--- config.mk ---
export PLATFORM = sky130hd
export DESIGN_NAME = apb_periph_hub
export DESIGN_NICKNAME = d
export VERILOG_FILES = /design/src/rtl/apb_periph_pkg.sv /design/src/rtl/apb_timeout_cnt.sv /design/src/rtl/apb_periph_hub.sv
export SDC_FILE = /design/constraint.sdc
export NUM_CORES = 1
export LEC_CHECK = 0
export ABC_CLOCK_PERIOD_IN_PS = 3800
export CORE_MARGIN = 3
export CORE_UTILIZATION = 44
export DETAILED_ROUTE_END_ITERATION = 8
export GPL_TIMING_DRIVEN = 0
export PLACE_DENSITY = 0.87
export SETUP_SLACK_MARGIN = 0.05
export SYNTH_ARGS = -nofsm -noshare
export SYNTH_HDL_FRONTEND = slang
export SYNTH_SLANG_ARGS = --single-unit
--- constraint.sdc ---
create_clock -name clk_i -period 3.8 [get_ports clk_i]
set_clock_uncertainty 0.1 [all_clocks]
set_input_delay 0.38 -clock clk_i [delete_from_list [all_inputs] [get_ports clk_i]]
set_output_delay 0.38 -clock clk_i [all_outputs]
set_load 0.02 [all_outputs]
--- src/rtl/apb_periph_pkg.sv ---
`default_nettype none
// +----------------------------------------------------------------------------+
// | Module   : apb_periph_pkg                                                   |
// | Purpose  : Shared types and constants for the APB peripheral hub.          |
// |            hub_state_e  - hub FSM state encoding                           |
// |            idx_width()  - width of a slave index, at least one bit         |
// |            TimeoutErrData - PRDATA returned on a timed-out transfer        |
// | Revision : 1.0 - initial release                                           |
// +----------------------------------------------------------------------------+
package apb_periph_pkg;

  typedef enum logic [2:0] {
    IDLE   = 3'd0,
    ERR    = 3'd1,
    SETUP  = 3'd2,
    ACCESS = 3'd3,
    RESP   = 3'd4
  } hub_state_e;

  // Wide enough for any practical data bus; users truncate to DataWidth.
  localparam int unsigned MaxDataWidth = 256;
  localparam logic [MaxDataWidth-1:0] TimeoutErrData = '0;

  // A single slave still needs a one-bit index vector.
  function automatic int unsigned idx_width(input int unsigned n);
    return (n > 1) ? $clog2(n) : 1;
  endfunction

endpackage
`default_nettype wire

--- src/rtl/apb_timeout_cnt.sv ---
`default_nettype none
// +----------------------------------------------------------------------------+
// | Module   : apb_timeout_cnt                                                  |
// | Purpose  : Counts downstream ACCESS cycles; flags expiry on the last one.  |
// | Ports    : clk_i, rst_ni   - clock, async active-low reset                 |
// |            clear_i         - return count to zero                          |
// |            en_i            - count this cycle                              |
// |            expired_o       - enabled and count == TimeoutCycles-1          |
// | Revision : 1.0 - initial release                                           |
// +----------------------------------------------------------------------------+
module apb_timeout_cnt
  import apb_periph_pkg::*;
#(
  parameter int unsigned TimeoutCycles = 1024
) (
  input  logic clk_i,
  input  logic rst_ni,
  input  logic clear_i,
  input  logic en_i,
  output logic expired_o
);

  localparam int unsigned CntWidth = $clog2(TimeoutCycles);

  logic [CntWidth-1:0] cnt_q, cnt_d;

  always_comb begin
    cnt_d = cnt_q;
    if (clear_i) begin
      cnt_d = '0;
    end else if (en_i) begin
      cnt_d = cnt_q + CntWidth'(1);
    end
  end

  always_ff @(posedge clk_i or negedge rst_ni) begin
    if (!rst_ni) begin
      cnt_q <= '0;
    end else begin
      cnt_q <= cnt_d;
    end
  end

  // The hub leaves ACCESS on expiry, so the count never wraps.
  assign expired_o = en_i && (cnt_q == CntWidth'(TimeoutCycles - 1));

endmodule
`default_nettype wire

--- src/rtl/apb_periph_hub.sv ---
`default_nettype none
// +----------------------------------------------------------------------------+
// | Module   : apb_periph_hub                                                   |
// | Purpose  : One APB master to NrPeriphs APB slaves in equal 2^WinBits      |
// |            windows from BaseAddr. Out-of-map accesses and slave timeouts  |
// |            answer with PSLVERR; error responses bump a saturating counter.|
// | Ports    : s_*  - upstream APB slave port (from the SoC master)           |
// |            m_*  - downstream APB master port, one-hot PSEL, shared rest   |
// |            err_count_o - saturating count of error responses             |
// | Revision : 1.0 - initial release                                           |
// +----------------------------------------------------------------------------+
module apb_periph_hub
  import apb_periph_pkg::*;
#(
  parameter int unsigned NrPeriphs     = 4,
  parameter int unsigned AddrWidth     = 32,
  parameter int unsigned DataWidth     = 32,
  parameter logic [AddrWidth-1:0] BaseAddr = 32'hC000_0000,
  parameter int unsigned WinBits       = 12,
  parameter int unsigned TimeoutCycles = 1024,
  parameter int unsigned ErrCntWidth   = 16
) (
  input  logic                           clk_i,
  input  logic                           rst_ni,
  input  logic                           s_psel_i,
  input  logic                           s_penable_i,
  input  logic                           s_pwrite_i,
  input  logic [AddrWidth-1:0]           s_paddr_i,
  input  logic [DataWidth-1:0]           s_pwdata_i,
  output logic [DataWidth-1:0]           s_prdata_o,
  output logic                           s_pready_o,
  output logic                           s_pslverr_o,
  output logic [NrPeriphs-1:0]           m_psel_o,
  output logic                           m_penable_o,
  output logic                           m_pwrite_o,
  output logic [AddrWidth-1:0]           m_paddr_o,
  output logic [DataWidth-1:0]           m_pwdata_o,
  input  logic [NrPeriphs*DataWidth-1:0] m_prdata_i,
  input  logic [NrPeriphs-1:0]           m_pready_i,
  input  logic [NrPeriphs-1:0]           m_pslverr_i,
  output logic [ErrCntWidth-1:0]         err_count_o
);

  localparam int unsigned IdxWidth = idx_width(NrPeriphs);

  hub_state_e             state_q, state_d;
  logic [AddrWidth-1:0]   addr_q, addr_d;
  logic [DataWidth-1:0]   wdata_q, wdata_d;
  logic                   write_q, write_d;
  logic [IdxWidth-1:0]    idx_q, idx_d;
  logic [DataWidth-1:0]   rdata_q, rdata_d;
  logic                   slverr_q, slverr_d;
  logic [ErrCntWidth-1:0] err_cnt_q, err_cnt_d;

  logic [AddrWidth-1:0]   off;
  logic                   out_of_map;
  logic                   err_event;
  logic                   expired;
  logic                   in_xfer;
  logic [DataWidth-1:0]   prdata_arr [NrPeriphs];

  for (genvar i = 0; i < NrPeriphs; i++) begin : g_unpack
    assign prdata_arr[i] = m_prdata_i[i*DataWidth +: DataWidth];
  end

  // Addresses below BaseAddr wrap to a huge offset, but the explicit compare
  // keeps the intent obvious.
  assign off        = s_paddr_i - BaseAddr;
  assign out_of_map = (s_paddr_i < BaseAddr) ||
                      ((off >> WinBits) >= AddrWidth'(NrPeriphs));

  apb_timeout_cnt #(
    .TimeoutCycles(TimeoutCycles)
  ) u_timeout (
    .clk_i    (clk_i),
    .rst_ni   (rst_ni),
    .clear_i  (state_q != ACCESS),
    .en_i     (state_q == ACCESS),
    .expired_o(expired)
  );

  always_comb begin
    state_d   = state_q;
    addr_d    = addr_q;
    wdata_d   = wdata_q;
    write_d   = write_q;
    idx_d     = idx_q;
    rdata_d   = rdata_q;
    slverr_d  = slverr_q;
    err_event = 1'b0;

    unique case (state_q)
      IDLE: begin
        if (s_psel_i && !s_penable_i) begin
          if (out_of_map) begin
            state_d   = ERR;
            err_event = 1'b1;
          end else begin
            state_d = SETUP;
            addr_d  = s_paddr_i;
            wdata_d = s_pwdata_i;
            write_d = s_pwrite_i;
            idx_d   = IdxWidth'(off >> WinBits);
          end
        end
      end
      ERR:   state_d = IDLE;
      SETUP: state_d = ACCESS;
      ACCESS: begin
        // A ready slave wins over a simultaneous expiry.
        if (m_pready_i[idx_q]) begin
          state_d   = RESP;
          rdata_d   = prdata_arr[idx_q];
          slverr_d  = m_pslverr_i[idx_q];
          err_event = m_pslverr_i[idx_q];
        end else if (expired) begin
          state_d   = RESP;
          rdata_d   = DataWidth'(TimeoutErrData);
          slverr_d  = 1'b1;
          err_event = 1'b1;
        end
      end
      RESP:    state_d = IDLE;
      default: state_d = IDLE;
    endcase

    err_cnt_d = err_cnt_q;
    if (err_event && (err_cnt_q != '1)) begin
      err_cnt_d = err_cnt_q + ErrCntWidth'(1);
    end
  end

  always_ff @(posedge clk_i or negedge rst_ni) begin
    if (!rst_ni) begin
      state_q   <= IDLE;
      addr_q    <= '0;
      wdata_q   <= '0;
      write_q   <= 1'b0;
      idx_q     <= '0;
      rdata_q   <= '0;
      slverr_q  <= 1'b0;
      err_cnt_q <= '0;
    end else begin
      state_q   <= state_d;
      addr_q    <= addr_d;
      wdata_q   <= wdata_d;
      write_q   <= write_d;
      idx_q     <= idx_d;
      rdata_q   <= rdata_d;
      slverr_q  <= slverr_d;
      err_cnt_q <= err_cnt_d;
    end
  end

  // Outputs decode only registered state, so they are glitch-free relative to
  // the upstream inputs and all fall to zero the moment reset asserts.
  assign in_xfer     = (state_q == SETUP) || (state_q == ACCESS);
  assign m_psel_o    = in_xfer ? (NrPeriphs'(1) << idx_q) : '0;
  assign m_penable_o = (state_q == ACCESS);
  assign m_pwrite_o  = in_xfer && write_q;
  assign m_paddr_o   = in_xfer ? addr_q  : '0;
  assign m_pwdata_o  = in_xfer ? wdata_q : '0;

  assign s_pready_o  = (state_q == ERR) || (state_q == RESP);
  assign s_pslverr_o = (state_q == ERR) || ((state_q == RESP) && slverr_q);
  assign s_prdata_o  = (state_q == RESP) ? rdata_q : '0;
  assign err_count_o = err_cnt_q;

endmodule
`default_nettype wire
## Word-level counts from Yosys, hierarchy flattened

Index checks and enable logic that the tools add are counted.

| cells by class | value |
|---|---|
| add/subtract/negate cells | 3 |
| multiply operators | 0 |
| div/mod/pow operators | 0 |
| order comparisons | 4 |
| equal/unequal tests | 9 |
| shift-type cells | 1 |
| multiplexer cells | 27 |
| bitwise logic cells | 2 |
| reductions and logical operators | 16 |

Operators with widths:

| kind | count |
|---|---|
| $mux 32 | 7 |
| $bmux 32 s2 | 1 |
| $lt 32x32->1 const B | 1 |
| $sub 32x32->32 const B | 1 |
| $ge 20x3->1 const B | 1 |
| $mux 10 | 2 |
| $add 16x1->16 const B | 1 |
| $ne 16x16->1 const B | 1 |
| $add 10x1->10 const B | 1 |
| $eq 10x10->1 const B | 1 |
| $mux 3 | 3 |
| $pmux 3 s3 | 1 |
| $mux 1 | 8 |
| $eq 3x2->1 const B | 2 |
| $logic_and 1x1->1 | 5 |
| $bmux 1 s2 | 2 |
| $logic_or 1x1->1 | 4 |
| $mux 4 | 1 |
| $reduce_and 2->1 | 2 |
| $reduce_bool 2->1 | 2 |
| $shl 1x2->4 const A | 1 |
| $eq 3x1->1 const B | 1 |
| $eq 3x3->1 const B | 1 |
| $ge 3x3->1 const B | 1 |
| 11 further kinds | 11 |

| word-level totals | value |
|---|---|
| register bits after elaboration | 129 |
| bits in latches | 0 |
| bits in writable memories | 0 |
| memory bits (read-only) | 0 |
| bits of input ports | 205 |
| logic and storage cells | 71 |
| memories kept | 0 |

## Longest topological paths before layout

| depth | value |
|---|---|
| depth in word-level cells | 7 |
| depth in mapped cells | 7 |
| depth with buffers taken out | 7 |

## By module

A second synthesis with hierarchy kept.

| second synthesis, totals | value |
|---|---|
| cell total of the unflattened synthesis | 519 |
| area total of the unflattened synthesis | 6,643.9 sq um |

By module, submodules not included:

| module | times used | cells an instance | area an instance (sq um) |
|---|---|---|---|
| apb_periph_hub | 1 | 469 | 6,134.6 |
| apb_timeout_cnt | 1 | 50 | 509.2 |

## Worst setup path before layout

No wires, ideal clock.

| path | value |
|---|---|
| path type | register to register |
| start point | register state_q[0] |
| end point | register addr_q[0] |
| library setup time | 0.125 ns |
| arrival time | 2.066 ns |
| required time | 3.575 ns |
| setup slack | 1.509 ns |
| cell stages (with the launch flop) | 7 |
| path buffers | 2 |
| period minus slack after synthesis | 2.291 ns |
| cells stage by stage | dfrtp_1 -> or3b_2 -> or3_1 -> nor2_1 -> buf_2 -> buf_2 -> mux2_2 |

| between the ends | value |
|---|---|
| word-level cells in the longest chain between the ends | 2 |

Ends and longest elaborated chain:

| item | line | source |
|---|---|---|
| start: declaration | apb_periph_hub.sv:46 | `hub_state_e state_q, state_d;` |
| start signal: assignment | apb_periph_hub.sv:144 | `state_q <= state_d;` |
| $logic_not 3->1 | apb_periph_hub.sv:92 | `unique case (state_q)` |
| $reduce_and 3->1 (no source line) | n/a |  |
| end signal: assignment | apb_periph_hub.sv:145 | `addr_q <= addr_d;` |
| end: declaration | apb_periph_hub.sv:47 | `logic [AddrWidth-1:0] addr_q, addr_d;` |

Every way passes these cells.
A chain may end at the register's enable or synchronous reset.

## Worst setup path in the final report

| path | value |
|---|---|
| start point | register state_q[2] |
| end point | output port m_paddr_o[16] |

| between the ends | value |
|---|---|
| word-level cells in the longest chain between the ends | 3 |
| elaborated cells on any way between the ends | 4 |
| those cells by class | 2 x eq/ne; 1 x mux; 1 x reduce/logical |

Ends and longest elaborated chain:

| item | line | source |
|---|---|---|
| $eq 3x2->1 | apb_periph_hub.sv:157 | `assign in_xfer = (state_q == SETUP) \|\| (state_q == ACCESS);` |
| $logic_or 1x1->1 (*) | apb_periph_hub.sv:157 |  |
| $mux 32 (*) | apb_periph_hub.sv:161 | `assign m_paddr_o = in_xfer ? addr_q : '0;` |
| end: declaration | apb_periph_hub.sv:36 | `output logic [AddrWidth-1:0] m_paddr_o,` |

Every way passes the cells marked *; elsewhere a longest branch is shown, timed or not.

==> reports/results.ini <==
[routing]
drt-initial-drc-count = 416
via_count = 5783
dr.pass1.iters = 6
wirelength_um = 21800
drc = 0
wl_per_cell_um = 20.5
postRouteAntennaNets = 0
via_per_inst = 5.44

[final_layout]
fillers = 892
area_delta_synth_final_pct = 62.3
drive_gt1_share_pct = 14.2
layout_common_cells = clkdlybuf4s50_1 (323), dfrtp_1 (127), and2_1 (102)
final_common_cell = clkdlybuf4s50_1
fin_util_pct = 74.6
finalNetCount = 1077
insertedDiodeCount = 0
final_cells = 1063

[grt]
antenna_found_initial = 0
grt-ovfl-total = 0
grt_max_degree = 75
grtUsageTotal_pct = 27.0
grt_pass1_vias = 6187
grt_pass1_wl_um = 33800

[die]
start_util_pct = 45.9
chipHeight_um = 128
coreArea_um2 = 14100
io-pin-count = 325
rows = 43
die_x_um = 128
dieArea_um2 = 16300

[synthesis]
syn_inst = 525
seq_area_frac_synth_pct = 48.9
syn_avg_cell_area_um2 = 12.4
async_reset_ff_share_pct = 100
synth_warnings = 0
syn_nets = 732
synthFlopType = dfrtp_1
ys_top_cells_by_area = dfrtp_1 (49%), mux4_2 (12%), and2_1 (9.8%), mux2_2 (8.3%), a22o_1 (4.3%)
yosysTopAreaCell = dfrtp_1
synth_edf_count = 0
synth_top_area_share_pct = 48.9
synth_area_um2 = 6500
synth.distinct_cells = 38
ys_ff_latch = 127

[setup_path]
required_ps = 3320
regToRegStartpoint = state_q[0]$_DFFE_PN0P_
crit_start = state_q[2]$_DFFE_PN0P_
cpMostUsedCell = clkbuf_1
crit_chain = nor2b_1 > clkbuf_1 > clkbuf_1 > and2_1 > clkdlybuf4s50_1
crit_fanout = 10
criticalPathCategory = register to output port
startpoint_type = register
slowest_delay_ps = 650
crit_path_top_delay_cell = clkdlybuf4s50_1
crit_path_end_kind = output port
crit_arrival_ps = 3030

[min_path]
hold_class = register to register
min-delay-start = addr_q[30]$_DFFE_PN0P_

[pwr]
powerDensity_nw_per_um2 = 319
power.total_mw = 3.37
peakVddDrop_uv = 264
p_leak_nw = 4.50

[clock_network]
clkLatencyLatePin_ps = 420
htreeDepth = 4
clk_path_buf_depth = 2
cts_resized = 0
cts-root-buf = clkbuf_16
cts_sinks = 127
postCtsSetupBuffers = 0
numCtsBuffers = 17
path_clk_slew_ps = 50
cts_tree = yes

[sta]
slew_viol_final = 0
worst_pin_slew_ps = 848
max_freq_mhz = 285
hold_violations = 0
post-route-min-period_ps = 3510
max-slew-margin-rel_pct = 43.4
finalSetupViolations = 0
grt_setup_unrepaired = false
finalCritPeriodShare_pct = 92.4

[run_status]
outcome = completed

[placement]
place_inst = 1030
io_buffers = 324
dpl.hpwl_um = 17000
gp_congestion = 0.954

[run]
maxCapViolations = 0

## Yosys cell counts (8+ instances only)
library cell and count:
xnor2_1 20, nand2_1 8, dfrtp_1 127, a22o_1 32, mux4_2 34, o211ai_1 8
and2_1 102, mux2_2 48, nor2b_1 19, clkbuf_1 26, nor2_1 12, and3_1 12
a21oi_1 8
## worst max-delay path: cells and delay by family, from the launching register on
family                 cells  cell delay, ps
flip-flops                 1             440
buffers and inverters      3            1480
AND/OR/NAND/NOR            2             690
## sequential cells by signal, indices dropped and copies added, names as in the netlist
register         cells
rdata_q             32
u_timeout.cnt_q     10
state_q              3
err_count_o         16
write_q              1
addr_q              32
slverr_q             1
wdata_q             32
## where the power goes
part / internal, mW / switching [mW] / total [mW]
Clock: 0.943 / 0.550 / 1.49
Combinational: 0.293 / 0.155 / 0.448
Sequential: 1.38 / 0.0464 / 1.43
## metal layers
layer	share of wire [%]	track usage, %
met5	0	0
met3	9.6	9.82
met1	38	32.9
met2	50	43.6
met4	2.5	11.3
## path summary, 6_finish.rpt
kind,endpoint,cells past startpoint,slack [ps]
max,m_paddr_o[16],5,290
min,addr_q[30]$_DFFE_PN0P_,1,360
max reg2reg,wdata_q[29]$_DFFE_PN0P_,6,1160
min reg2reg,addr_q[30]$_DFFE_PN0P_,1,360
max in group asynchronous,wdata_q[25]$_DFFE_PN0P_,3,2460
min in group asynchronous,rdata_q[9]$_DFFE_PN0P_,2,400
## logic make-up after synthesis
| kind of cell | Yosys count | synth area share (%) |
|---|---|---|
| adders and majority gates | 2 | 0.385 |
| AOI/OAI and AO/OA | 61 | 7.37 |
| muxes | 82 | 20.1 |
| buffers and inverters | 41 | 2.56 |
| xor gates and xnor gates | 22 | 2.96 |
| and+or+nand+nor | 190 | 17.7 |
| DFF | 127 | 48.9 |
## through the flow
step / setup TNS, ps / hold WS (ps) / setup WS [ps] / instance area [um2]
2_1_floorplan: 0 / -15.6 / 1510 / 6500
3_3_place_gp: -310890 / 346 / -2460 / 9970
3_5_place_dp: 0 / 265 / 738 / 10000
4_1_cts: 0 / 367 / 279 / 10600
5_1_grt: 0 / 390 / 148 / 10600
6_report: 0 / 360 / 287 / 10600
## what timing repair did
action | CTS | global route
hold buffers | 1 | 0
hold endpoints to repair | 53 | 0
endpoints found under the setup margin | 0 | 0
## area by class of cell
cell class / count / area (um2) / share of cell area [%]
multi-input cells: 357 / 3160 / 29.9
clock inverters: 7 / 60.1 / 0.569
flip-flops and latches: 127 / 3180 / 30.1
well taps: 180 / 225 / 2.13
plain buffers: 37 / 151 / 1.43
clock buffers: 25 / 485 / 4.60
inverters: 4 / 15.0 / 0.142
repair buffers: 326 / 3280 / 31.1
(Power assumes the default switching activity.)
